$ cat src/rtl/register_file_pkg.sv
// Shared sizing for the architectural register file and its read ports.
// Widths derive from the register count and the ROB depth.
package register_file_pkg;

    localparam int REG_NUM         = 32;
    localparam int REG_INDEX_WIDTH = 5;
    localparam int ROB_SIZE        = 16;
    localparam int ROB_INDEX_WIDTH = 4;
    localparam int DATA_WIDTH      = 32;

    typedef logic [DATA_WIDTH-1:0]      data_t;
    typedef logic [ROB_INDEX_WIDTH-1:0] rob_index_t;
    typedef logic [REG_INDEX_WIDTH-1:0] reg_index_t;

endpackage

$ cat src/rtl/register_file_reg_read_port.sv
// One decoder source read: x0 forcing, same-cycle commit bypass, then the
// stored value/busy/tag lookup.
module reg_read_port
    import register_file_pkg::*;
#(
    parameter int REG_NUM         = register_file_pkg::REG_NUM,
    parameter int REG_INDEX_WIDTH = register_file_pkg::REG_INDEX_WIDTH,
    parameter int ROB_INDEX_WIDTH = register_file_pkg::ROB_INDEX_WIDTH,
    parameter int DATA_WIDTH      = register_file_pkg::DATA_WIDTH
) (
    input  logic [REG_INDEX_WIDTH-1:0] rs,
    input  logic [REG_NUM-1:0]         busy,
    input  logic [ROB_INDEX_WIDTH-1:0] tags [REG_NUM],
    input  logic [DATA_WIDTH-1:0]      regs [REG_NUM],
    input  logic                       commit,
    input  logic [REG_INDEX_WIDTH-1:0] commit_rd,
    input  logic [ROB_INDEX_WIDTH-1:0] commit_tag,
    input  logic [DATA_WIDTH-1:0]      commit_val,
    output logic                       rs_busy,
    output logic [DATA_WIDTH-1:0]      rs_val,
    output logic [ROB_INDEX_WIDTH-1:0] rs_rob_index
);

    always_comb begin
        rs_busy      = busy[rs];
        rs_val       = regs[rs];
        rs_rob_index = tags[rs];
        if (rs == '0) begin
            rs_busy      = 1'b0;
            rs_val       = '0;
            rs_rob_index = '0;
        end else if (busy[rs] && commit && (commit_rd == rs) && (commit_tag == tags[rs])) begin
            // The producer retires this cycle, so hand its result over directly.
            rs_busy = 1'b0;
            rs_val  = commit_val;
        end
    end

endmodule

$ cat src/rtl/register_file.sv
// Architectural register file with per-register rename tags: commits from the
// ROB write values, issue renames mark the producing ROB entry, flush unbusies.
module register_file
    import register_file_pkg::*;
#(
    parameter int REG_NUM         = register_file_pkg::REG_NUM,
    parameter int REG_INDEX_WIDTH = register_file_pkg::REG_INDEX_WIDTH,
    parameter int ROB_INDEX_WIDTH = register_file_pkg::ROB_INDEX_WIDTH,
    parameter int DATA_WIDTH      = register_file_pkg::DATA_WIDTH
) (
    input  logic                       clk_in,
    input  logic                       rst_in,
    input  logic                       rdy_in,
    input  logic                       clr_in,
    input  logic                       rob_to_reg_commit,
    input  logic [ROB_INDEX_WIDTH-1:0] rob_to_reg_rob_index,
    input  logic [REG_INDEX_WIDTH-1:0] rob_to_reg_index,
    input  logic [DATA_WIDTH-1:0]      rob_to_reg_val,
    input  logic                       dc_to_reg_rename,
    input  logic [REG_INDEX_WIDTH-1:0] dc_to_reg_rd,
    input  logic [ROB_INDEX_WIDTH-1:0] dc_to_reg_rename_index,
    input  logic [REG_INDEX_WIDTH-1:0] dc_to_reg_rs1,
    input  logic [REG_INDEX_WIDTH-1:0] dc_to_reg_rs2,
    output logic                       reg_to_dc_rs1_busy,
    output logic [DATA_WIDTH-1:0]      reg_to_dc_rs1_val,
    output logic [ROB_INDEX_WIDTH-1:0] reg_to_dc_rs1_rob_index,
    output logic                       reg_to_dc_rs2_busy,
    output logic [DATA_WIDTH-1:0]      reg_to_dc_rs2_val,
    output logic [ROB_INDEX_WIDTH-1:0] reg_to_dc_rs2_rob_index
);

    logic [DATA_WIDTH-1:0]      regs [REG_NUM];
    logic [ROB_INDEX_WIDTH-1:0] tags [REG_NUM];
    logic [REG_NUM-1:0]         busy;

    logic commit_ok;
    logic rename_ok;

    assign commit_ok = rob_to_reg_commit && (rob_to_reg_index != '0);
    assign rename_ok = dc_to_reg_rename && (dc_to_reg_rd != '0) && !clr_in;

    // Later assignments win: a flush or a same-cycle rename overrides the
    // busy clear from a commit to the same register.
    always_ff @(posedge clk_in) begin
        if (rst_in) begin
            busy <= '0;
            for (int i = 0; i < REG_NUM; i++) begin
                regs[i] <= '0;
                tags[i] <= '0;
            end
        end else if (rdy_in) begin
            if (commit_ok) begin
                regs[rob_to_reg_index] <= rob_to_reg_val;
                if (busy[rob_to_reg_index] && (tags[rob_to_reg_index] == rob_to_reg_rob_index))
                    busy[rob_to_reg_index] <= 1'b0;
            end
            if (clr_in) begin
                busy <= '0;
            end else if (rename_ok) begin
                busy[dc_to_reg_rd] <= 1'b1;
                tags[dc_to_reg_rd] <= dc_to_reg_rename_index;
            end
        end
    end

    reg_read_port #(
        .REG_NUM(REG_NUM), .REG_INDEX_WIDTH(REG_INDEX_WIDTH),
        .ROB_INDEX_WIDTH(ROB_INDEX_WIDTH), .DATA_WIDTH(DATA_WIDTH)
    ) u_rs1 (
        .rs           (dc_to_reg_rs1),
        .busy         (busy),
        .tags         (tags),
        .regs         (regs),
        .commit       (rob_to_reg_commit),
        .commit_rd    (rob_to_reg_index),
        .commit_tag   (rob_to_reg_rob_index),
        .commit_val   (rob_to_reg_val),
        .rs_busy      (reg_to_dc_rs1_busy),
        .rs_val       (reg_to_dc_rs1_val),
        .rs_rob_index (reg_to_dc_rs1_rob_index)
    );

    reg_read_port #(
        .REG_NUM(REG_NUM), .REG_INDEX_WIDTH(REG_INDEX_WIDTH),
        .ROB_INDEX_WIDTH(ROB_INDEX_WIDTH), .DATA_WIDTH(DATA_WIDTH)
    ) u_rs2 (
        .rs           (dc_to_reg_rs2),
        .busy         (busy),
        .tags         (tags),
        .regs         (regs),
        .commit       (rob_to_reg_commit),
        .commit_rd    (rob_to_reg_index),
        .commit_tag   (rob_to_reg_rob_index),
        .commit_val   (rob_to_reg_val),
        .rs_busy      (reg_to_dc_rs2_busy),
        .rs_val       (reg_to_dc_rs2_val),
        .rs_rob_index (reg_to_dc_rs2_rob_index)
    );

endmodule

$ cat config.mk
export PLATFORM = sky130hd
export DESIGN_NAME = register_file
export DESIGN_NICKNAME = d
export VERILOG_FILES = /design/src/rtl/register_file_pkg.sv /design/src/rtl/register_file_reg_read_port.sv /design/src/rtl/register_file.sv
export SDC_FILE = /design/constraint.sdc
export NUM_CORES = 2
export LEC_CHECK = 0
export ABC_CLOCK_PERIOD_IN_PS = 4100
export BUFFER_PORTS_ARGS = -buffer_cell sky130_fd_sc_hd__clkbuf_2
export CORE_MARGIN = 4
export CORE_UTILIZATION = 43
export CTS_CLUSTER_SIZE = 12
export DETAILED_ROUTE_END_ITERATION = 7
export PLACE_DENSITY_LB_ADDON = 0.12
export SLEW_MARGIN = 15
export SYNTH_ARGS = -nofsm -noshare
export SYNTH_HDL_FRONTEND = slang
export SYNTH_SLANG_ARGS = --single-unit
$ cat constraint.sdc
create_clock -name clk_in -period 4.1 [get_ports clk_in]
set_clock_uncertainty 0.05 [all_clocks]
set_input_delay 0.41 -clock clk_in [delete_from_list [all_inputs] [get_ports clk_in]]
set_output_delay 0.41 -clock clk_in [all_outputs]
set_load 0.02 [all_outputs]
Yosys cells after proc, flatten, opt, wreduce, memory -nomap -nowiden:

Cells that the tools add are included.

* flip-flop bits (word level): 1184
* bits of input ports: 66
* word-level logic and storage cells: 158

* order comparisons: 12
* equality and inequality tests: 5
* mux-type cells: 47
* bitwise operators: 8
* reductions and logical operators: 21

Operators by type and width (count)
* $bwmux 1024: 1
* $mux 32: 15
* $bmux 32 s5: 2
* $demux 32 s5: 1
* $bwmux 128: 1
* $bmux 4 s5: 3
* $mux 4: 9
* $and 32x32->32: 1
* $not 32->32: 1
* $or 32x32->32: 1
* $ge 6x6->1 const B: 4
* $lt 5x6->1 const B: 4
* $not 5->6: 4
* $demux 4 s5: 1
* $bmux 1 s5: 3
* $logic_and 1x1->1: 14
* $eq 4x4->1: 3
* $lt 6x1->1 const B: 2
* $demux 1 s5: 2
* $eq 5x5->1: 2
* $ge 5x1->1 const B: 2
* $logic_not 5->1: 2
* $reduce_bool 5->1: 2
* $mux 1: 9
* 4 further kinds: 4

Depth between registers and ports, before layout:

* depth in word-level cells: 13
* mapped depth: 13
* depth with buffers taken out: 7

Modules after synthesis:

Synthesis repeated with hierarchy kept, for this count alone.

* cells, all modules: 6913
* area, all modules: 62786.5 um2

Modules (own cells, without submodules)
* register_file: times used 1, cells an instance 5463, area each 42699.7 um2, seq. area each 23702.7 um2
* reg_read_port: times used 2, cells an instance 725, area each 10043.4 um2, seq. area each 0.0 um2

Least setup slack after synthesis:

Ideal clock, no wire load.

* path kind: input -> output
* start: input dc_to_reg_rs1[2]
* end: output reg_to_dc_rs1_val[0]
* arrival: 3.245 ns
* required time: 3.640 ns
* setup slack: 0.395 ns
* stages: 11
* cell sequence: clkbuf_1 -> buf_1 -> mux4_2 -> mux4_2 -> mux2i_1 -> xor2_1 -> nand3_1 -> or2_2 -> clkbuf_1 -> buf_2 -> a21oi_1

* longest elaborated chain between the ends: 8

Ends and longest elaborated chain
* start: declaration: line register_file.sv:22 `input logic [REG_INDEX_WIDTH-1:0] dc_to_reg_rs1,`
* $not 5->6 (not written as such): line register_file_reg_read_port.sv:26, register_file_reg_read_port.sv:32
* $bmux 4 s5: line register_file_reg_read_port.sv:32 `end else if (busy[rs] && commit && (commit_rd == rs) && (commit_tag == tags[rs])) begin`
* $mux 4 (not written as such) (2 in a row): line register_file_reg_read_port.sv:32
* $eq 4x4->1: line register_file_reg_read_port.sv:32
* $logic_and 1x1->1: line register_file_reg_read_port.sv:32
* $mux 32: line register_file_reg_read_port.sv:32
* $mux 32 *: line register_file_reg_read_port.sv:28 `if (rs == '0) begin`
* end: declaration: line register_file.sv:25 `output logic [DATA_WIDTH-1:0] reg_to_dc_rs1_val,`

Every way passes the cells marked *; elsewhere a longest branch is shown, timed or not. The select of a mux whose other input is x is not followed.

Worst setup path after layout:

* start: register tags[32] in the netlist's numbering
* end: output reg_to_dc_rs1_val[5]

* longest elaborated chain between the ends: 7

Ends and longest elaborated chain
* start: declaration: line register_file.sv:33 `logic [ROB_INDEX_WIDTH-1:0] tags [REG_NUM];`
* start signal: indexed assignment: line register_file.sv:61 `tags[dc_to_reg_rd] <= dc_to_reg_rename_index;`
* $bmux 4 s5: line register_file_reg_read_port.sv:32
* $mux 4 (not written as such) (2 in a row): line register_file_reg_read_port.sv:32
* $eq 4x4->1: line register_file_reg_read_port.sv:32
* $logic_and 1x1->1: line register_file_reg_read_port.sv:32
* $mux 32: line register_file_reg_read_port.sv:32
* $mux 32: line register_file_reg_read_port.sv:28

No other way between the ends. The select of a mux whose other input is x is not followed.

==> metrics.md <==
| Metric | Value |
|---|---|
| Status | finished, violations left |
| Violated checks | negative setup slack |
| Cell taking the most area after synthesis | dfxtp_1 |
| Fmax | 238 MHz |
| # IOs | 140 |
| Async set or reset register ratio after synthesis | 0% |
| Lkg Pwr | 23.0 nW |
| Synth unique cells | 58 |
| CTS sink cnt | 1184 |
| Layout Area Growth over Synthesis | 14.3% |
| Worst endpoint required time | 3.64 ns |
| First-pass GRT wire length | 376 mm |
| Initial Util | 43.2% |
| Top area cells in the synthesized netlist | dfxtp_1 (38%), mux4_2 (27%), nand2_1 (13%), a21oi_1 (9.3%), clkbuf_1 (3.6%) |
| DR WL/cell | 31.6 um |
| DR vias/cell | 6.41 |
| WP data arrival | ~3.8 ns |
| Post-synth EDFFs | 0 |
| Final #Nets | ~6.5k |
| Post-route DRC | 0 |
| Post-synth top cells | nand2_1 (2175), dfxtp_1 (1184), a21oi_1 (1155), mux4_2 (751), clkbuf_1 (587) |
| Die ar. | about 150000 um^2 |
| Cell with the most instances after synthesis | nand2_1 |
| Area occupied by multi-input gates | 36200 um^2 |
| Share of cells above drive strength 1 | 23.1% |
| Syn. warnings | 0 |
| Sequential fraction of the synthesis area | approximately two fifths |
| Die extent in x | 388 um |
| Iteration-0 DRC Markers | 8097 |
| Worst-path maximum fanout | 32 |
| Root Buffer Master | clkbuf_16 |
| Critical path endpoint category | output pin |
| Worst Max-Slew Pin Slew | 1.12 ns |
| # hold bufs at CTS | 0 |
| Post-Synthesis Cells | 6642 |
| Latest clock arrival within the worst-skew pair | 0.79 ns |
| Pwr Density | 375 nW/um^2 |
| Most used flip-flop cell after synthesis | dfxtp_1 |
| DR vias | 54.3k |
| Largest net degree at the start of global routing | 127 |
| Avg Synthesized Cell Area | approximately 9.3 um^2 |
| Post-Syn Area | 62000 um^2 |
| Gr usage total | 34.4% |
| Relative slew slack | 25.3% |
| Remaining antenna violation count | 0 |
| Final setup margin | -0.110 ns |
| Unrepaired setup endpoints after global routing | yes |
| CTS tree | done |
| Clk buf depth | 3 |
| Routability cong. | about 0.90 |
| Clock-pin slew on the worst setup and hold paths | about 0.06 ns |
| Critical path class | flop to output pin |
| Tcrit/Tclk final | 103% |
| Total Power | 26.5 mW |
| Seq. cell area | 23700 um^2 |
| Hold WC Path Type | input port to flop |
| Startpoint types | flop |
| Fillers | approximately 13k |
| Num CTS Buffers | 139 |
| Final min period | 4.21 ns |
| Worst vdd ir | approximately 0.37 mV |
| IO buf count | 139 |
| CTS H-tree depth | 4 |
| Routed wire length | 268 mm |
| Fin. max-slew vios | 0 |
| DRT Pass-1 Iters | 6 |
| Final Util | between 40% and 50% |
| CORE AREA | 143000 um^2 |
| # rows | 139 |
| Synthesized flop and latch total | roughly 1.2k |
| Syn Nets | ~6.7k |
| Final setup vio count | 48 |
| Initial antenna violation count | 15 |
| Fin. Hold Viols | 0 |
| Vias in the first global route | 50.8k |
| Top cell type's share of synthesized area | 38.2% |
| Final HPWL DP | 149 mm |
| Total gr overflow | 0 |
| # Max-Cap Violations | 0 |
| Die span in y | about 390 um |
## layout make-up
cell class	count	area share, %
Antenna cell	6	0.0212
Clock buffer	198	5.87
Clock inverter	41	0.795
Inverter	2	0.0106
Multi-Input combinational cell	4754	51.1
Sequential cell	1184	33.5
Tap cell	1903	3.36
Timing Repair Buffer	380	5.39
## placed cells by master (no fill, tap or decap), types with 47 or more instances in the layout
cell       Yosys  final
dfxtp_1     1184   1162
mux2i_1      160    158
nor2b_1       47     47
mux4_2       751    751
clkbuf_2       1     78
nor2_1       145    114
buf_4          1    185
nand2_1     2175   2144
a21oi_1     1155   1139
clkbuf_16      0    146
buf_12         0     82
## per-layer routing
metal  wire length [um]  up-vias  share of wire (%)  track usage (%)
met5                 45        -              0.017                0
met4              13300        6                5.0             15.6
met3              31300      648                 12             8.80
met2             119000     3286                 44             51.7
met1             105000    27200                 39             46.9
li1                   -    23200                  -                -
## logic make-up (layout without fill, tap and decap cells)
family / count (synthesis) / count (layout) / share of synthesized area [%]
xor gates and xnor gates: 16 / 16 / 0.226
other: 0 / 6 / 0
buffers and inverters: 704 / 621 / 4.47
and+or+nand+nor: 2503 / 2503 / 15.9
AOI/OAI and AO/OA: 1312 / 1312 / 11.1
muxes: 923 / 923 / 30.1
DFF: 1184 / 1184 / 38.2
## path summary, 6_finish.rpt
path                     endpoint  depth (start not counted)  slack (ns)       from
min                      tags[40]                          2        0.02     rst_in
max reg2reg              busy[24]                          7        1.18   tags[12]
min reg2reg             regs[299]                          2        0.41  regs[299]
max          reg_to_dc_rs1_val[5]                         11       -0.11   tags[32]
## report_power, final
part	internal, mW	switching (mW)
registers	11.5	0.0318
clock network	7.78	5.23
logic	0.606	1.36
## critical path, cell delays in order, from the launching register on
cell	delay, ns
dfxtp_4	0.37
mux4_2	0.47
mux4_2	0.52
mux2i_4	0.21
xor2_1	0.22
nand3_2	0.20
buf_4	0.20
buf_12	0.18
o31ai_4	0.21
a21oi_2	0.04
buf_4	0.16
clkbuf_4	0.16
## what timing repair did
action | 4_1_cts | 5_1_grt
hold endpoints to repair | 0 | 0
gates cloned | 0 | 2
setup endpoints to repair | 66 | 64
gates resized for setup | 71 | 99
pin swaps | 6 | 5
buffers inserted | 4 | 1
## per-stage QoR
stage	setup TNS, ns	hold WS (ns)	instances	area, um^2	worst slack [ns]
after floorplan	0	0.393	6642	62000	0.395
after global placement	-0.0306	0.399	8216	65600	-0.0236
final	-1.21	0.0233	8468	70800	-0.110
after CTS	-2.89	0.0397	8459	70500	-0.116
after detailed placement	-0.572	0.406	8216	65600	-0.0506
after global routing	-4.99	0.0753	8464	70800	-0.143
## sequential cells by signal, summed over array words and instances (netlist names)
register and count:
regs 1024, tags 128, busy 32
Power figures use the tool's default switching activity.
